<file path="src/rtl/fifo_wr_arbiter_pkg.sv">
// Shared types and the round-robin scan used by the FIFO write-port arbiter.
// Requester vectors are zero-extended to MAX_REQ so one function serves every NUM_REQ.
package fifo_ctrl_pkg;

   localparam int BURST_W   = 4;
   localparam int MAX_REQ   = 8;
   localparam int MAX_IDX_W = 3;

   typedef enum logic {IDLE, GRANT} arb_state_t;

   typedef struct packed {
      logic                 found;
      logic [MAX_IDX_W-1:0] idx;
   } pick_t;

   // Scan from farthest to nearest so the first requester after 'last' overwrites the rest.
   function automatic pick_t rr_pick(input logic [MAX_REQ-1:0]   req,
                                     input logic [MAX_IDX_W-1:0] last,
                                     input int                   num_req);
      pick_t p;
      int    k;
      p = '0;
      for (int i = MAX_REQ; i >= 1; i--) begin
         if (i <= num_req) begin
            k = (int'(last) + i) % num_req;
            if (req[k[MAX_IDX_W-1:0]]) begin
               p.found = 1'b1;
               p.idx   = k[MAX_IDX_W-1:0];
            end
         end
      end
      return p;
   endfunction

endpackage

</file>
<file path="src/rtl/fifo_wr_arbiter_if.sv">
// Requester and FIFO-write bundle of the arbiter; master is the arbiter side.
interface fifo_wr_arbiter_if #(
   parameter int NUM_REQ    = 4,
   parameter int DATA_LINES = 8
);
   localparam int IDX_W = $clog2(NUM_REQ);

   logic [NUM_REQ-1:0]            req;
   logic [NUM_REQ*DATA_LINES-1:0] req_data;
   logic [NUM_REQ-1:0]            ack;
   logic                          wfull;
   logic                          half_full;
   logic                          winc;
   logic [DATA_LINES-1:0]         wdata;
   logic [IDX_W-1:0]              owner;
   logic                          busy;

   modport master (input req, req_data, wfull, half_full,
                   output ack, winc, wdata, owner, busy);
   modport slave  (output req, req_data, wfull, half_full,
                   input ack, winc, wdata, owner, busy);
endinterface

</file>
<file path="src/rtl/fifo_wr_arbiter_picker.sv">
// Combinational round-robin priority encoder: first set request after i_last, wrapping.
module rr_picker
   import fifo_ctrl_pkg::*;
#(
   parameter int NUM_REQ = 4,
   parameter int IDX_W   = $clog2(NUM_REQ)
) (
   input  logic [NUM_REQ-1:0] i_req,
   input  logic [IDX_W-1:0]   i_last,
   output logic               o_found,
   output logic [IDX_W-1:0]   o_idx
);

   logic [MAX_REQ-1:0] w_req_ext;
   pick_t              w_pick;

   always_comb begin
      w_req_ext              = '0;
      w_req_ext[NUM_REQ-1:0] = i_req;
   end

   assign w_pick  = rr_pick(w_req_ext, MAX_IDX_W'(i_last), NUM_REQ);
   assign o_found = w_pick.found;
   assign o_idx   = w_pick.idx[IDX_W-1:0];

   if (IDX_W < MAX_IDX_W) begin : g_narrow
      logic w_unused;
      assign w_unused = ^w_pick.idx[MAX_IDX_W-1:IDX_W];
   end

endmodule

</file>
<file path="src/rtl/fifo_wr_arbiter.sv">
// Round-robin owner of the FIFO write port: bursts of up to MAX_BURST words, 1 word
// while half_full; first write one cycle after req; stalls in place on wfull.
module fifo_wr_arbiter
   import fifo_ctrl_pkg::*;
#(
   parameter int NUM_REQ    = 4,
   parameter int DATA_LINES = 8,
   parameter int MAX_BURST  = 4
) (
   input  logic               wclk,
   input  logic               wrst,
   fifo_wr_arbiter_if.master  bus
);

   localparam int IDX_W = $clog2(NUM_REQ);

   arb_state_t           r_state, w_state_nxt;
   logic [IDX_W-1:0]     r_owner, w_owner_nxt;
   logic [IDX_W-1:0]     r_last, w_last_nxt;
   logic [BURST_W-1:0]   r_burst_cnt, w_burst_nxt;
   logic [IDX_W-1:0]     w_pick_last, w_pick_idx;
   logic                 w_pick_found;
   logic [BURST_W-1:0]   w_cnt_inc, w_limit;
   logic                 w_xfer, w_burst_end;
   logic                 w_winc, w_busy;
   logic [NUM_REQ-1:0]   w_ack;
   logic [DATA_LINES-1:0] w_wdata;

   // In GRANT the current owner becomes lowest priority, so one picker covers both paths.
   assign w_pick_last = (r_state == GRANT) ? r_owner : r_last;

   rr_picker #(.NUM_REQ(NUM_REQ)) u_picker (
      .i_req   (bus.req),
      .i_last  (w_pick_last),
      .o_found (w_pick_found),
      .o_idx   (w_pick_idx)
   );

   assign w_xfer      = (r_state == GRANT) && bus.req[r_owner] && !bus.wfull;
   assign w_limit     = bus.half_full ? BURST_W'(1) : BURST_W'(MAX_BURST);
   assign w_cnt_inc   = r_burst_cnt + BURST_W'(1);
   assign w_burst_end = w_xfer && (w_cnt_inc >= w_limit);

   always_ff @(posedge wclk) begin
      if (wrst) begin
         r_state     <= IDLE;
         r_owner     <= '0;
         r_last      <= IDX_W'(NUM_REQ - 1);
         r_burst_cnt <= '0;
      end else begin
         r_state     <= w_state_nxt;
         r_owner     <= w_owner_nxt;
         r_last      <= w_last_nxt;
         r_burst_cnt <= w_burst_nxt;
      end
   end

   always_comb begin
      w_state_nxt = r_state;
      w_owner_nxt = r_owner;
      w_last_nxt  = r_last;
      w_burst_nxt = r_burst_cnt;
      case (r_state)
         IDLE: begin
            if (w_pick_found) begin
               w_state_nxt = GRANT;
               w_owner_nxt = w_pick_idx;
               w_burst_nxt = '0;
            end
         end
         GRANT: begin
            // A withdrawn request ends the burst just like reaching the limit.
            if (w_burst_end || !bus.req[r_owner]) begin
               w_last_nxt  = r_owner;
               w_burst_nxt = '0;
               if (w_pick_found) w_owner_nxt = w_pick_idx;
               else              w_state_nxt = IDLE;
            end else if (w_xfer) begin
               w_burst_nxt = w_cnt_inc;
            end
         end
         default: w_state_nxt = IDLE;
      endcase
   end

   always_comb begin
      w_winc  = 1'b0;
      w_ack   = '0;
      w_wdata = '0;
      w_busy  = 1'b0;
      if (r_state == GRANT) begin
         w_busy  = 1'b1;
         w_wdata = bus.req_data[r_owner*DATA_LINES +: DATA_LINES];
         if (w_xfer && !wrst) begin
            w_winc         = 1'b1;
            w_ack[r_owner] = 1'b1;
         end
      end
   end

   assign bus.winc  = w_winc;
   assign bus.ack   = w_ack;
   assign bus.wdata = w_wdata;
   assign bus.owner = r_owner;
   assign bus.busy  = w_busy;

endmodule
</file>
<file path="src/flat_wrapper.sv">
// flat-port wrapper written by rule: the top's interface ports become plain ports
module fifo_wr_arbiter_flat import fifo_ctrl_pkg::*;
#(
   parameter int NUM_REQ    = 4,
   parameter int DATA_LINES = 8,
   parameter int MAX_BURST  = 4
)
  (wclk, wrst, bus_req, bus_req_data, bus_wfull, bus_half_full, bus_ack, bus_winc, bus_wdata, bus_owner, bus_busy);
  fifo_wr_arbiter_if #(.NUM_REQ(NUM_REQ), .DATA_LINES(DATA_LINES)) bus_i ();
  input  logic wclk;
  input  logic wrst;
  input wire logic [$bits(bus_i.req)-1:0] bus_req;
  input wire logic [$bits(bus_i.req_data)-1:0] bus_req_data;
  input wire logic [$bits(bus_i.wfull)-1:0] bus_wfull;
  input wire logic [$bits(bus_i.half_full)-1:0] bus_half_full;
  output wire logic [$bits(bus_i.ack)-1:0] bus_ack;
  output wire logic [$bits(bus_i.winc)-1:0] bus_winc;
  output wire logic [$bits(bus_i.wdata)-1:0] bus_wdata;
  output wire logic [$bits(bus_i.owner)-1:0] bus_owner;
  output wire logic [$bits(bus_i.busy)-1:0] bus_busy;
  assign bus_i.req = bus_req;
  assign bus_i.req_data = bus_req_data;
  assign bus_i.wfull = bus_wfull;
  assign bus_i.half_full = bus_half_full;
  assign bus_ack = bus_i.ack;
  assign bus_winc = bus_i.winc;
  assign bus_wdata = bus_i.wdata;
  assign bus_owner = bus_i.owner;
  assign bus_busy = bus_i.busy;
  fifo_wr_arbiter #(.NUM_REQ(NUM_REQ), .DATA_LINES(DATA_LINES), .MAX_BURST(MAX_BURST)) u_core (.wclk(wclk), .wrst(wrst), .bus(bus_i));
endmodule
</file>
<file path="config.mk">
export PLATFORM = sky130hd
export DESIGN_NAME = fifo_wr_arbiter_flat
export DESIGN_NICKNAME = d
export VERILOG_FILES = /design/src/rtl/fifo_wr_arbiter_pkg.sv /design/src/rtl/fifo_wr_arbiter_if.sv /design/src/rtl/fifo_wr_arbiter_picker.sv /design/src/rtl/fifo_wr_arbiter.sv /design/src/flat_wrapper.sv
export SDC_FILE = /design/constraint.sdc
export NUM_CORES = 1
export LEC_CHECK = 0
export ABC_AREA = 1
export CAP_MARGIN = 20
export CORE_MARGIN = 5
export CORE_UTILIZATION = 40
export DETAILED_ROUTE_END_ITERATION = 8
export HOLD_SLACK_MARGIN = 0.03
export PLACE_DENSITY = 0.89
export RECOVER_POWER = 50
export REMOVE_ABC_BUFFERS = 1
export SLEW_MARGIN = 10
export SYNTH_ARGS = -nofsm -noshare
export SYNTH_HDL_FRONTEND = slang
export SYNTH_HIERARCHICAL = 1
export SYNTH_SLANG_ARGS = --single-unit
export TNS_END_PERCENT = 1
</file>
<file path="constraint.sdc">
create_clock -name wclk -period 6 [get_ports wclk]
set_clock_uncertainty 0.2 [all_clocks]
set_input_delay 0.6 -clock wclk [delete_from_list [all_inputs] [get_ports wclk]]
set_output_delay 0.6 -clock wclk [all_outputs]
set_load 0.1 [all_outputs]
</file>
==> results of run 1 <==
-- report_power, final --
group / internal (mW) / total, mW / switching (mW)
logic: 0.155 / 0.521 / 0.366
clock network: 0.0257 / 0.0480 / 0.0223
registers: 0.0727 / 0.119 / 0.0463
-- flip-flops by register name, indices dropped and copies added (netlist names) --
| register | flops |
|---|---|
| u_core/r_state | 1 |
| u_core/r_last | 2 |
| u_core/bus.owner | 2 |
| u_core/r_burst_cnt | 4 |
-- synthesized netlist by cell type --
master and count:
nand4_1 2, nand3_1 30, o21ai_2 2, a21oi_1 8, dfxtp_1 9, a21oi_2 1, nand3_2 1, nand2_1 56
buf_1 2, and2_4 1, nor2_8 1, nor2_1 9, inv_4 1, buf_6 2, nor3_2 4, a31oi_1 8
clkbuf_1 3, buf_4 1, a21boi_1 1, inv_6 1, nor3_1 1, inv_2 4, a22oi_1 8, nand2_2 14
nor2_2 2, o21ai_1 2, xor2_1 1, inv_1 18, ha_1 3
-- per-layer routing --
layer  routed length, um  track usage [%]
met3                 300             3.85
met4                  31             4.68
met1                1470             19.6
met5                   0                0
met2                1620             29.0
-- worst register-to-register path, stage by stage (launching register included) --
cell	delay (ps)
dfxtp_1	880
nand2_1	150
nand2_1	350
clkinvlp_2	420
nand2_2	140
and2_0	130
nor2_1	60
nand2_1	150
inv_1	80
nand2_1	60
nand2_1	110
inv_1	130
nand3_1	90
a21oi_1	130
-- final cells by class --
cell class	count	area [um2]	area share [%]
clock buffers	4	26.3	1.54
repair buffers	55	551	32.2
multi-input cells	155	821	48.0
well taps	31	38.8	2.27
inverters	24	93.8	5.49
flip-flops and latches	9	180	10.5
-- logic make-up after synthesis --
group / after synthesis / synth area share (%)
buffers and inverters: 32 / 12.6
XOR/XNOR: 1 / 0.757
adder cells (fa/ha/maj): 3 / 3.24
AO/OA/AOI/OAI: 30 / 16.8
AND/OR/NAND/NOR: 121 / 51.0
flip-flops: 9 / 15.6
-- worst max-delay path by stage --
stage,cells after the start,startpoint,end,slack [ps]
6_report,5,u_core/bus.owner[0]$_SDFFE_PP0P_,bus_wdata[7],1870
3_3_place_gp,10,bus_req[3],bus_ack[3],2080
4_1_cts,5,u_core/bus.owner[0]$_SDFFE_PP0P_,bus_wdata[7],1850
5_1_grt,5,u_core/bus.owner[0]$_SDFFE_PP0P_,bus_wdata[0],1710
3_5_place_dp,10,bus_req[3],bus_ack[1],2020
2_1_floorplan,4,u_core/bus.owner[0]$_SDFFE_PP0P_,bus_wdata[0],1660
==> run metrics, run 1 <==
status=finished, final reports clean; worst-path fanout max=19; CTS clk-pin slew, worst paths=60 ps; initial DRC count=85; Total GRT Usage=16.4%; Row Count=19; top cells by area, synth=nand2_1 18%, dfxtp_1 16%, nand3_1 13%; critical path class=reg2out; Cell Count, Final, Fillers Out=278; share of the synthesized area in the top cell type=18.2%; vias in the first global route=1315; Max Clock Freq=0.242 GHz; worst-skew pair later-pin latency=260 ps; Reg-to-Reg End=u_core/r_burst_cnt[2]$_SDFFE_PP0P_; most frequent cells in the layout=58 x nand2_1, 52 x clkdlybuf4s50_1, 30 x nand3_1, 20 x inv_1, 12 x nand2_2; crit path DAT=3330 ps; Top Ports=56; clock root buffer=clkbuf_4; drt pass-1 iters=4; Total Power=0.688 mW; first-pass GRT wire length=5.69 mm; setup TNS=0 ps; Synth warnings=6; Fin Hold WS=255 ps; Worst slew margin=30.7%; Seq/Total Area, Yosys=15.6%; hold buffers post-CTS=0; dpl cell area=0.00170 mm2; Via-to-Cell Ratio=5.11; Leakage=0.786 nW; RSZ-0062 raised after global routing=false; clock sinks=9; CTS resizes=0; setup ws final=1870 ps; Finished Cell Area=0.00171 mm2; vias after detailed routing=1421; Fin. Hold Viols=0; total CTS buffers=3; Req. time, crit path=5200 ps; initial antenna violation count=0; WL/cell=12.3 um; placer congestion estimate=0.894; post-layout util=62.0%; Peak VDD IR=0.000315 V; Syn Inst Count=196; commonest non-fill, non-tap cell in the layout=nand2_1; post-synth top area cell=nand2_1; Top delay family on crit path=buffers and inverters; Crit-path slowest cell=clkdlybuf4s50_1; die footprint=0.00407 mm2; I/O Buffers=55; Post-CTS Setup Bufs=0; WP buf/inv=2; DRC viols=0; crit-path cells=inv_4, nor2_1, a22oi_1, a31oi_1, clkdlybuf4s50_1; number of diodes=0; R2R depth=13; fill count=271; Yosys cell types=29; core area=0.00276 mm2; largest net degree at the start of global routing=28; Hold EP=u_core/r_last[1]$_SDFFE_PP1P_; ANT nets after route=0; Avg Inst Size Synth=5.90 um2; Tmin final=4130 ps; Finish-stage setup viols=0; area of the mapped netlist=0.00116 mm2; Max Cap Viol=0; worst r2r src=u_core/bus.owner[0]$_SDFFE_PP0P_; CP startpoint kind=flop; hold path depth=2; post-detail-place hpwl=2.78 mm; GRT overflow=0; H-tree Lvls=1; CTS tree=built; Initial Util=42.0%; Hold Crit Class=reg2reg; die height=63.8 um; Slew @ Worst Pin=1040 ps; die span in x=63.8 um; Setup Slack @ Placement=2020 ps; Max Slew Vio Count=0; Clock Tree Buf Depth=2; # nets final=291; period utilization=68.9%; Inst Count DP=274; critical hold path startpoint=u_core/r_last[1]$_SDFFE_PP1P_; CP endpoint kind=primary output; Post-Route WL=3.42 mm; number of synthesized register bits=9; FF-to-FF setup slack=2840 ps; share of cells above drive strength 1=11.7%; Area Growth Syn to Fin=47.8%; Pwr Density=402 mW/mm2; CP peak stage delay=1150 ps
Note: power is estimated with default switching activity, not from simulation.
==> inputs of run 2 (changes only) <==
Clock period 6 ns to 4.29 ns, I/O delays scaled along.
==> run metrics, run 2 (synthesis results as in run 1) <==
status=finished, final reports clean; drt pass-1 iters=4; largest net degree at the start of global routing=21; ANT nets after route=0; Max Clock Freq=0.296 GHz; Max Slew Vio Count=0; Row Count=19; Area Growth Syn to Fin=45.3%; setup TNS=0 ps; Worst slew margin=21.9%; vias in the first global route=1222; commonest non-fill, non-tap cell in the layout=nand2_1; vias after detailed routing=1409; placer congestion estimate=0.839; Pwr Density=567 mW/mm2; worst-path fanout max=19; max reg flops=4; post-detail-place hpwl=2.72 mm; most frequent cells in the layout=58 x nand2_1, 40 x clkdlybuf4s50_1, 30 x nand3_1, 19 x inv_1, 13 x buf_4; Peak VDD IR=0.000471 V; crit path DAT=2750 ps; CP startpoint kind=flop; # nets final=292; WL/cell=11.8 um; I/O Buffers=55; Fin. Hold Viols=0; CTS clk-pin slew, worst paths=60 ps; Clock Tree Buf Depth=2; Fin Hold WS=249 ps; critical path class=reg2out; clock sinks=9; Max Cap Viol=0; GRT overflow=0; clock root buffer=clkbuf_4; Hold Crit Class=reg2reg; total CTS buffers=3; Req. time, crit path=3660 ps; share of cells above drive strength 1=17.3%; Slew @ Worst Pin=1180 ps; Total GRT Usage=16.1%; largest register by flop count=u_core/r_burst_cnt; fill count=267; Tmin final=3380 ps; die height=63.8 um; H-tree Lvls=1; Finished Cell Area=0.00168 mm2; CTS tree=built; dpl cell area=0.00167 mm2; initial antenna violation count=0; die span in x=63.8 um; Top Ports=56; Via-to-Cell Ratio=5.05; period utilization=78.9%; hold buffers post-CTS=0; initial DRC count=123; core area=0.00276 mm2; Finish-stage setup viols=0; Post-Route WL=3.31 mm; DRC viols=0; Leakage=0.808 nW; CTS resizes=0; CP endpoint kind=primary output; Initial Util=42.0%; die footprint=0.00407 mm2; worst-skew pair later-pin latency=260 ps; Post-CTS Setup Bufs=0; RSZ-0062 raised after global routing=false; first-pass GRT wire length=5.51 mm; number of diodes=0
run 2: changes by cell type in the layout (fill, tap and decap cells not counted):
cell and delta:
clkdlybuf4s50_1 -12, dlygate4sd3_1 -1, a21boi_0 -1, inv_1 -1
clkbuf_1 +1, a21boi_1 +1, buf_4 +13, inv_2 +1
run 2: metal layers:
layer / vias up / track usage, % / wire length, um
li1: 758 / - / -
met1: 607 / 20.2 / 1460
met2: 44 / 27.8 / 1590
met3: 0 / 4.90 / 257
met4: 0 / 2.34 / 0
met5: - / 0 / 0
run 2: report_power, final:
part / total [mW] / internal (mW) / switching, mW
clock network: 0.0646 / 0.0358 / 0.0288
registers: 0.144 / 0.102 / 0.0420
logic: 0.745 / 0.212 / 0.533
total: 0.953 / 0.349 / 0.604
run 2: final timing paths:
| check | startpoint | to | slack (ps) | cells after the start |
|---|---|---|---|---|
| worst max-delay path | u_core/bus.owner[0]$_SDFFE_PP0P_ | bus_winc | 910 | 9 |
| worst min-delay path | u_core/r_last[0]$_SDFFE_PP1P_ | u_core/r_last[0]$_SDFFE_PP1P_ | 250 | 2 |
| worst max register to register | u_core/bus.owner[0]$_SDFFE_PP0P_ | u_core/r_burst_cnt[2]$_SDFFE_PP0P_ | 1140 | 13 |
| worst min register to register | u_core/r_last[0]$_SDFFE_PP1P_ | u_core/r_last[0]$_SDFFE_PP1P_ | 250 | 2 |
run 2: metrics by stage:
| step | worst slack [ps] | total power, mW | util, % | cells |
|---|---|---|---|---|
| after floorplan | 124 | 0.737 | - | 188 |
| after detailed placement | 1510 | 0.903 | 60.7 | 275 |
| after CTS | 1220 | 0.972 | 61.6 | 279 |
| after global routing | 670 | 1.02 | 61.0 | 279 |
| after global placement | 1530 | 0.896 | 60.7 | 275 |
| final | 906 | 0.953 | 61.0 | 279 |
run 2: critical path, stage by stage, from the launching register on:
cell      delay [ps]
dfxtp_1          860
nand2_1          100
nand2_1          100
nand2_1           60
nand2_2          120
nand2_2           70
nor2_1           130
nand2_2          120
inv_1             70
clkbuf_1         860
run 2: final cells by class:
type	count	area (um2)	area share (%)
Clock buffer	4	26.3	1.56
Inverter	24	93.8	5.58
Multi-Input combinational cell	155	821	48.8
Sequential cell	9	180	10.7
Tap cell	31	38.8	2.31
Timing Repair Buffer	56	522	31.0
==> inputs of run 3 (changes only) <==
Clock period 4.29 ns to 3.5 ns, I/O delays scaled along.
==> run metrics, run 3 (synthesis results as in run 1) <==
placer congestion estimate=0.862; vias in the first global route=1295; worst-path fanout max=12; Tmin final=2830 ps; Hold Crit Class=reg2reg; Inst Count DP=276; worst-skew pair later-pin latency=260 ps; status=finished, final reports clean; first-pass GRT wire length=5.55 mm; CTS clk-pin slew, worst paths=60 ps; CTS tree=built; crit path DAT=2780 ps; commonest non-fill, non-tap cell in the layout=nand2_1; dpl cell area=0.00168 mm2; CP peak stage delay=400 ps; Slew @ Worst Pin=1160 ps; hold buffers post-CTS=0; Area Growth Syn to Fin=44.8%; drt pass-1 iters=4; clock sinks=9; initial DRC count=76; WL/cell=11.9 um; largest net degree at the start of global routing=16; core area=0.00276 mm2; GRT Max-Usage Layer=met2; RSZ-0062 raised after global routing=false; Post-Route WL=3.33 mm; Initial Util=42.0%; CP endpoint kind=flop; vias after detailed routing=1446; Leakage=0.810 nW; Top delay family on crit path=simple AND/OR/NAND/NOR gates; Top Ports=56; Max Clock Freq=0.353 GHz; Crit-path slowest cell=clkinvlp_2; Req. time, crit path=3440 ps; H-tree Lvls=1; Crit path top cell by count=nand2_1; crit-path cells=inv_1, nand2_1, nand2_1, clkinvlp_2, nand2_2, nand2_1, nor2_1, nand2_1, inv_1, nand2_1, nand2_1, inv_2, nand3_1, a21oi_1; die footprint=0.00407 mm2; Pwr Density=702 mW/mm2; DRC viols=0; Total GRT Usage=16.1%; Clock Tree Buf Depth=2; share of cells above drive strength 1=18.9%; critical path class=reg2reg; Total Power=1.18 mW; post-layout util=60.8%; largest register by flop count=u_core/r_burst_cnt; met2 usage=29.3%; M3 GR Usage=3.68%; initial antenna violation count=0; Finished Cell Area=0.00168 mm2; M1 GR Usage=18.9%; die height=63.8 um; CTS resizes=0; Max Cap Viol=0; Via-to-Cell Ratio=5.16; post-detail-place hpwl=2.77 mm; most frequent cells in the layout=59 x nand2_1, 39 x clkdlybuf4s50_1, 30 x nand3_1, 18 x inv_1, 12 x buf_4; Peak VDD IR=0.000498 V; Worst slew margin=23.0%; Max Slew Vio Count=0; # nets final=293; total CTS buffers=3; Row Count=19; die span in x=63.8 um; CP startpoint kind=flop; Fin. Hold Viols=0; GRT overflow=0; fill count=270; Finish-stage setup viols=0; ANT nets after route=0; clock root buffer=clkbuf_4; number of diodes=0; WP buf/inv=4; Post-CTS Setup Bufs=0; I/O Buffers=55; Cell Count, Final, Fillers Out=280; max reg flops=4; period utilization=81.0%
-- run 3: changes by cell type in the layout (fill, tap and decap cells not counted), sizes merged --
cell / change
clkdlybuf4s50: -1
clkbuf: +4
dlygate4sd3: -1
buf: -1
-- run 3: final timing paths --
check                                                    from                                 end  slack [ps]  cells after the start
worst min register to register  u_core/r_last[0]$_SDFFE_PP1P_       u_core/r_last[0]$_SDFFE_PP1P_         260                      2
worst max register to register      u_core/r_state$_SDFF_PP0_  u_core/r_burst_cnt[1]$_SDFFE_PP0P_         670                     14
worst max-delay path                u_core/r_state$_SDFF_PP0_  u_core/r_burst_cnt[1]$_SDFFE_PP0P_         670                     14
worst min-delay path            u_core/r_last[0]$_SDFFE_PP1P_       u_core/r_last[0]$_SDFFE_PP1P_         260                      2
-- run 3: layout make-up --
class | count | area [um2] | area share (%)
flip-flops and latches | 9 | 180 | 10.8
repair buffers | 57 | 513 | 30.6
clock buffers | 4 | 26.3 | 1.57
multi-input cells | 155 | 823 | 49.1
well taps | 31 | 38.8 | 2.32
inverters | 24 | 93.8 | 5.60
-- run 3: per-layer routing --
layer	routed length (um)	up-vias
li1	-	753
met2	1610	53
met4	12	0
met3	293	2
met5	0	-
met1	1410	638
-- run 3: per-stage QoR --
stage	setup WS [ps]	TNS (ps)	hold slack, ps
2_1_floorplan	-587	-6070	219
3_3_place_gp	985	0	239
3_5_place_dp	946	0	252
4_1_cts	867	0	261
5_1_grt	360	0	301
6_report	665	0	259
-- run 3: report_power, final --
| group | internal [mW] | leakage (nW) | switching, mW |
|---|---|---|---|
| combinational | 0.259 | 0.721 | 0.666 |
| sequential | 0.125 | 0.0740 | 0.0462 |
| clock | 0.0439 | 0.0150 | 0.0362 |
| total | 0.427 | 0.810 | 0.748 |
-- run 3: worst reg2reg max path: stages (launching register included) --
cell and delay, ps:
dfxtp_1 380, inv_1 340, nand2_1 90, nand2_1 290
clkinvlp_2 400, nand2_2 130, nand2_1 110, nor2_1 130
nand2_1 140, inv_1 100, nand2_1 50, nand2_1 160
inv_2 70, nand3_1 80, a21oi_1 60
